<file path="config.mk">
export PLATFORM = sky130hd
export DESIGN_NAME = ctrl_seq
export DESIGN_NICKNAME = d
export VERILOG_FILES = /design/src/rtl/ctrl_pkg.sv /design/src/rtl/ctrl_lat_cnt.sv /design/src/rtl/ctrl_seq.sv
export SDC_FILE = /design/constraint.sdc
export NUM_CORES = 1
export LEC_CHECK = 0
export ABC_AREA = 1
export CORE_AREA = 2 2 40 42
export DETAILED_ROUTE_END_ITERATION = 16
export DIE_AREA = 0 0 42 44
export PLACE_DENSITY = 0.7
export SLEW_MARGIN = 20
export SYNTH_ARGS = -nofsm -noshare
export SYNTH_HDL_FRONTEND = slang
export SYNTH_SLANG_ARGS = --single-unit
</file>
<file path="constraint.sdc">
create_clock -name clk -period 1.23 [get_ports clk]
set_clock_uncertainty 0.15 [all_clocks]
set_input_delay 0.1845 -clock clk [delete_from_list [all_inputs] [get_ports clk]]
set_output_delay 0.1845 -clock clk [all_outputs]
set_load 0.03 [all_outputs]
</file>
<file path="src/rtl/ctrl_pkg.sv">
// ============================================================================
// Module   : ctrl_pkg
// Purpose  : Shared state encoding and opcode constants for the control sequencer.
// Revision : 1.0 - initial release
// ============================================================================
`default_nettype none

package ctrl_pkg;

    typedef enum logic [3:0] {
        IDLE      = 4'd0,
        FETCH     = 4'd1,
        DECODE    = 4'd2,
        LOAD      = 4'd3,
        MOV       = 4'd4,
        ALU_A     = 4'd5,
        ALU_EXEC  = 4'd6,
        ALU_WB    = 4'd7,
        BRANCH    = 4'd8,
        HALT      = 4'd9,
        TRAP      = 4'd10,
        STEP_WAIT = 4'd11
    } state_t;

    localparam logic [2:0] OP_LOAD   = 3'd0;
    localparam logic [2:0] OP_MOV    = 3'd1;
    localparam logic [2:0] OP_ADD    = 3'd2;
    localparam logic [2:0] OP_XOR    = 3'd3;
    localparam logic [2:0] OP_OR     = 3'd4;
    localparam logic [2:0] OP_AND    = 3'd5;
    localparam logic [2:0] OP_BRANCH = 3'd6;
    localparam logic [2:0] OP_HALT   = 3'd7;

    localparam int unsigned OP_LEGAL_MAX = 7;

endpackage

`default_nettype wire

</file>
<file path="src/rtl/ctrl_lat_cnt.sv">
// ============================================================================
// Module   : ctrl_lat_cnt
// Purpose  : Loadable down-counter with zero flag, times the ALU execute phase.
// Revision : 1.0 - initial release
// ============================================================================
`default_nettype none

module ctrl_lat_cnt #(
    parameter int CNT_W = 1
) (
    input  logic             clk,
    input  logic             rst,
    input  logic             load,
    input  logic [CNT_W-1:0] load_val,
    input  logic             dec,
    output logic             zero
);

    logic [CNT_W-1:0] r_count;

    // Saturates at zero so a stray decrement can never wrap.
    always_ff @(posedge clk) begin
        if (rst) begin
            r_count <= '0;
        end else if (load) begin
            r_count <= load_val;
        end else if (dec && (r_count != '0)) begin
            r_count <= r_count - CNT_W'(1);
        end
    end

    assign zero = (r_count == '0);

endmodule

`default_nettype wire

</file>
<file path="src/rtl/ctrl_seq.sv">
// ============================================================================
// Module   : ctrl_seq
// Purpose  : Registered control sequencer: fetch/decode/execute strobes, memory
//            handshake, multi-cycle ALU, HALT and illegal-opcode TRAP.
//            Optional build macro CTRL_SINGLE_STEP_EN adds a step port and STEP_WAIT.
// Revision : 1.0 - initial release
// ============================================================================
`default_nettype none

module ctrl_seq
    import ctrl_pkg::*;
#(
    parameter int OPC_W   = 4,
    parameter int ALU_LAT = 1
) (
    input  logic             clk,
    input  logic             rst,
    input  logic             start,
    input  logic [OPC_W-1:0] opcode,
    input  logic             mem_ready,
    input  logic             cond,
`ifdef CTRL_SINGLE_STEP_EN
    input  logic             step,
`endif
    output logic [3:0]       state,
    output logic             mem_rd,
    output logic             ir_load,
    output logic             pc_inc,
    output logic             pc_load,
    output logic             rf_we,
    output logic             acc_ld,
    output logic             alu_go,
    output logic             busy,
    output logic             halted,
    output logic             trap
);

    localparam int CNT_W = $clog2(ALU_LAT + 1);
    localparam logic [CNT_W-1:0] C_LAT_INIT = CNT_W'(ALU_LAT - 1);

`ifdef CTRL_SINGLE_STEP_EN
    localparam state_t C_RET = STEP_WAIT;
`else
    localparam state_t C_RET = FETCH;
`endif

    state_t r_state;
    state_t w_next;
    logic   w_cnt_load;
    logic   w_cnt_dec;
    logic   w_cnt_zero;
    logic   w_opc_illegal;

    assign w_opc_illegal = (32'(opcode) > OP_LEGAL_MAX);
    assign state         = r_state;

    ctrl_lat_cnt #(
        .CNT_W (CNT_W)
    ) u_lat_cnt (
        .clk      (clk),
        .rst      (rst),
        .load     (w_cnt_load),
        .load_val (C_LAT_INIT),
        .dec      (w_cnt_dec),
        .zero     (w_cnt_zero)
    );

    always_ff @(posedge clk) begin
        if (rst) begin
            r_state <= IDLE;
        end else begin
            r_state <= w_next;
        end
    end

    always_comb begin
        w_next     = r_state;
        w_cnt_load = 1'b0;
        w_cnt_dec  = 1'b0;
        mem_rd     = 1'b0;
        ir_load    = 1'b0;
        pc_inc     = 1'b0;
        pc_load    = 1'b0;
        rf_we      = 1'b0;
        acc_ld     = 1'b0;
        alu_go     = 1'b0;
        busy       = 1'b0;
        halted     = 1'b0;
        trap       = 1'b0;

        case (r_state)
            IDLE: begin
                if (start) w_next = FETCH;
            end
            FETCH: begin
                busy   = 1'b1;
                mem_rd = 1'b1;
                if (mem_ready) begin
                    ir_load = 1'b1;
                    pc_inc  = 1'b1;
                    w_next  = DECODE;
                end
            end
            DECODE: begin
                busy = 1'b1;
                if (w_opc_illegal) begin
                    w_next = TRAP;
                end else begin
                    case (opcode[2:0])
                        OP_LOAD:                        w_next = LOAD;
                        OP_MOV:                         w_next = MOV;
                        OP_ADD, OP_XOR, OP_OR, OP_AND:  w_next = ALU_A;
                        OP_BRANCH:                      w_next = BRANCH;
                        default:                        w_next = HALT;
                    endcase
                end
            end
            LOAD: begin
                busy   = 1'b1;
                mem_rd = 1'b1;
                if (mem_ready) begin
                    rf_we  = 1'b1;
                    w_next = C_RET;
                end
            end
            MOV: begin
                busy   = 1'b1;
                rf_we  = 1'b1;
                w_next = C_RET;
            end
            ALU_A: begin
                busy       = 1'b1;
                acc_ld     = 1'b1;
                w_cnt_load = 1'b1;
                w_next     = ALU_EXEC;
            end
            ALU_EXEC: begin
                busy   = 1'b1;
                alu_go = 1'b1;
                if (w_cnt_zero) w_next = ALU_WB;
                else            w_cnt_dec = 1'b1;
            end
            ALU_WB: begin
                busy   = 1'b1;
                rf_we  = 1'b1;
                w_next = C_RET;
            end
            BRANCH: begin
                busy    = 1'b1;
                pc_load = cond;
                w_next  = C_RET;
            end
            HALT: begin
                halted = 1'b1;
                if (start) w_next = C_RET;
            end
            TRAP: begin
                trap = 1'b1;
            end
`ifdef CTRL_SINGLE_STEP_EN
            STEP_WAIT: begin
                busy = 1'b1;
                if (step) w_next = FETCH;
            end
`endif
            default: begin
                w_next = IDLE;
            end
        endcase

        // Reset silences everything immediately, including the Mealy strobes.
        if (rst) begin
            mem_rd  = 1'b0;
            ir_load = 1'b0;
            pc_inc  = 1'b0;
            pc_load = 1'b0;
            rf_we   = 1'b0;
            acc_ld  = 1'b0;
            alu_go  = 1'b0;
            busy    = 1'b0;
            halted  = 1'b0;
            trap    = 1'b0;
        end
    end

endmodule

`default_nettype wire

</file>
# Word-level counts from Yosys, hierarchy flattened

Index checks and enable logic that the tools add are counted.

Register bits after elaboration: 5

Add/sub/neg operators: 1
Magnitude comparators: 1
Equality and inequality tests: 20
Muxes and demuxes: 28
Bitwise gates (word level): 1
Reduce and logical (&&, ||, !) cells: 11

Operators by type and width:

| cell                  | count |
|---|---|
| $pmux W4 S8           | 1 |
| $mux W1               | 20 |
| $mux W4               | 5 |
| $eq A4 B3 Y1 const B  | 4 |
| $pmux W4 S4           | 1 |
| $eq A4 B4 Y1 const B  | 3 |
| $eq A3 B3 Y1 const B  | 3 |
| $eq A4 B2 Y1 const B  | 2 |
| $reduce_or A2 Y1      | 4 |
| $reduce_or A8 Y1      | 1 |
| $eq A3 B2 Y1 const B  | 2 |
| $ne A2 B2 Y1 const B  | 3 |
| $reduce_and A5 Y1     | 1 |
| $eq A4 B1 Y1 const B  | 1 |
| $gt A4 B3 Y1 const B  | 1 |
| $logic_not A4 Y1      | 1 |
| $reduce_or A4 Y1      | 1 |
| $eq A3 B1 Y1 const B  | 1 |
| $logic_not A3 Y1      | 1 |
| $reduce_or A3 Y1      | 1 |
| $ne A2 B1 Y1 const B  | 1 |
| $pmux W1 S2           | 1 |
| $logic_and A1 B1 Y1   | 1 |
| $not A1 Y1            | 1 |
| $sub A1 B1 Y1 const B | 1 |

# Longest topological paths before layout

Depth after elaboration: 5
Mapped depth: 9
Gate-level depth less buffers: 9

# Cells and area by module

Synthesis repeated with hierarchy kept, for this count alone.

Cell total of the unflattened synthesis: 100
Area total of the unflattened synthesis: 539.3 um^2

By module, submodules not included:

| module       | instances | cells an instance | area each (um^2) |
|---|---|---|---|
| ctrl_seq     | 1         | 91                | 488.0 |
| ctrl_lat_cnt | 1         | 9                 | 51.3 |

# Worst setup path before layout

No wires, ideal clock.

Path kind: register to output
From: register r_state[0] (netlist: state[0])
To: output pc_inc
Data arrival time: 2.253 ns
Required time: 0.896 ns
Setup slack: -1.358 ns
Cell stages (with the launch flop): 6
Cell sequence: dfxtp_1 -> inv_1 -> nor2_1 -> inv_1 -> nor4_1 -> buf_4

Cells in the longest elaborated chain, start to end: 3

RTL lines:

| what                     | RTL line       | RTL |
|---|---|---|
| start: declaration       | ctrl_seq.sv:47 | `state_t r_state;` |
| start signal: assignment | ctrl_seq.sv:72 | `r_state <= w_next;` |
| $eq A4 B1 Y1             | --             |  |
| $mux W1 (2 in series)    | --             |  |
| end: declaration         | ctrl_seq.sv:28 | `output logic pc_inc,` |

No other way between the ends.

# Final worst setup path

From: register r_state[0] (netlist: state[0])
To: output halted

Cells in the longest elaborated chain, start to end: 3

RTL lines:

| what             | RTL line        | RTL |
|---|---|---|
| $eq A4 B4 Y1     | ctrl_seq.sv:91  | `case (r_state)` |
| $mux W1          | ctrl_seq.sv:91  |  |
| $mux W1          | ctrl_seq.sv:172 | `if (rst) begin` |
| end: declaration | ctrl_seq.sv:34  | `output logic halted,` |

No other way between the ends.

==> metrics <==
flip-flop and latch count after synthesis 5; count of vias placed by the detailed router 743; Mapped Cells 90; minimum setup slack after placement -0.405 ns; post-detailed-route DRC marker count 0; total number of yosys warnings 0; startpoint type of the worst setup path register; clk slew on worst S/H paths 0.04 ns; weighted congestion reported at the end of routability-driven placement 0.860; routed wire length 2030 um; layout cells sized above 1 61.0%; Critical Path Fanout Max 3; placed instance area 873 um^2; summed negative setup slack over all endpoints -4.31 ns; initial antenna violation count 0; crit path capture type primary output; global-route usage over all layers 21.7%; nets in the synthesized netlist 99; Max VDD drop 1.41 mV; worst min path class register to register; count of max-cap constraint violations 0; number of global-route vias before repair 743; Die Width 42 um; TritonRoute pass-1 iters 4; arrival time of data at the critical path endpoint 1.31 ns; Worst Hold Launch u_lat_cnt.r_count$_SDFFE_PP0P_; final cycle utilization of the critical path 133%; worst hold slack 0.304 ns; vias per cell 4.89; design area 0.00114 mm^2; boundary pin count 23; count of routing violations after the opening detailed-route iteration 19; violations in the final reports negative setup slack; total global routing overflow 0; post-synth top area cell dfxtp_1; CTS H-tree lvls 1; die extent in y 44 um; commonest non-fill, non-tap cell in the layout buf_6; largest net degree at the start of global routing 9; final layout net count 146; beginning of the worst register-to-register path state[0]$_SDFFE_PP0P_; final setup fails 16; Post-CTS Hold Buffers 0; final antenna diode count 0; total clock sinks 5; die area 0.00185 mm^2; highest achievable clock rate 0.610 GHz; number of buffers created by CTS 3; Area contributors post-synth dfxtp_1, nand2_1, nor2_1; buffers added on ports 22; synthesized cell area 462 um^2; starting density of the core 32.5%; count of unique library cells instantiated by Yosys 15; power density cells 2250 mW/mm^2; floorplan core area 0.00142 mm^2; synthesis-to-layout area growth 147%; root buffer selected by CTS clkbuf_4; CTS tree built; setup ws final -0.410 ns; antenna violation net count after detailed routing 0; post-synthesis average cell area 5.13 um^2; placement row count 14; number of max-slew violations in the final report 0; sequential-to-total area share from yosys stat 21.7%; Hold Path Depth 2; Register-to-Register Setup Slack -0.28 ns; detailed-route wire length per cell 13.3 um; endpoint of the worst-slack reg-to-reg timing path state[1]$_SDFFE_PP0P_; result of the run complete, but fails checks; LEAKAGE 0.524 nW; number of buffers on the longest clock path 2; number of hold violations in the final report 0; highest-count cells in the layout ignoring fill and taps buf_6, buf_4, nand2_1; critical path class register to primary output; Worst EP required 0.90 ns; RSZ-0062 raised after global routing yes; fill count 86; headroom to the max-slew limit 83.4%; final critical delay including setup and external delays 1.64 ns; depth of the worst register-to-register path 11; Yosys top cell area share 21.7%; DPL Wire Length 1280 um; wire length of the first global-routing pass 2990 um; Worst Tran Pin Value 0.247 ns; clock insertion delay at the later pin of the skew report 0.23 ns; Worst Hold Endpoint u_lat_cnt.r_count$_SDFFE_PP0P_
routing by layer:
metal | up-vias | GRT usage (%) | share of wire [%]
met1 | 348 | 25.4 | 42
met4 | 0 | 16.8 | 0
met5 | - | 0 | 0
met3 | 0 | 2.50 | 2.1
met2 | 15 | 36.3 | 56
li1 | 380 | - | -
metrics by stage:
step / instances / util [%] / total power, mW
floorplan: 90 / - / 1.18
global placement: 142 / 61.6 / 1.70
detailed placement: 142 / 61.6 / 1.71
CTS: 150 / 73.0 / 2.19
global route: 152 / 80.5 / 2.72
finish: 152 / 80.5 / 2.57
final cells by class:
type                    count  area [um^2]  area share [%]
inverters                  12         60.1            5.26
repair buffers             44          419            36.7
clock buffers               4         26.3            2.30
well taps                  16         20.0            1.75
multi-input cells          71          502            43.9
flip-flops and latches      5          115            10.1
critical path, stage by stage, from the launching register on:
cell	delay [ns]
dfxtp_4	0.36
inv_4	0.05
nor2_4	0.13
buf_4	0.15
buf_6	0.10
nand2_4	0.06
nor2_4	0.09
buf_6	0.13
cells in the mapped netlist (all sizes together):
library cell,number
nand2,26
nor2,24
inv,12
nand3,7
a21oi,6
dfxtp,5
nand4,2
nor3,2
o21ai,2
a31oi,1
buf,1
clkbuf,1
nor4,1
report_power, final:
| group | total (mW) | switching, mW | internal [mW] |
|---|---|---|---|
| clock network | 0.181 | 0.0593 | 0.122 |
| registers | 0.374 | 0.131 | 0.243 |
| logic | 2.02 | 1.10 | 0.912 |
| total | 2.57 | 1.30 | 1.28 |
repair_timing:
action	in CTS	in global routing
endpoints found under the setup margin	18	18
buffers inserted	4	2
pin swaps	9	10
resized for setup	33	26
flip-flops by register name, summed over array words and instances (netlist names):
| name | cells |
|---|---|
| u_lat_cnt.r_count | 1 |
| state | 4 |
logic make-up (layout without fill, tap and decap cells):
family / count (synthesis) / count (layout) / synth area share [%]
AND/OR/NAND/NOR: 62 / 62 / 56.1
AO/OA/AOI/OAI: 9 / 9 / 10.0
flip-flops: 5 / 5 / 21.7
buffers and inverters: 14 / 60 / 12.2
how the worst max path moves through the flow:
stage | start | endpoint | slack (ns) | depth (start not counted)
final | state[0]$_SDFFE_PP0P_ | halted | -0.41 | 7
after global routing | state[0]$_SDFFE_PP0P_ | halted | -0.45 | 7
after CTS | state[1]$_SDFFE_PP0P_ | rf_we | -0.34 | 5
after detailed placement | rst | acc_ld | -0.40 | 4
after global placement | rst | trap | -0.36 | 4
after floorplan | state[0]$_SDFFE_PP0P_ | pc_inc | -0.53 | 5
No activity file was read; power rests on OpenSTA's default activity.
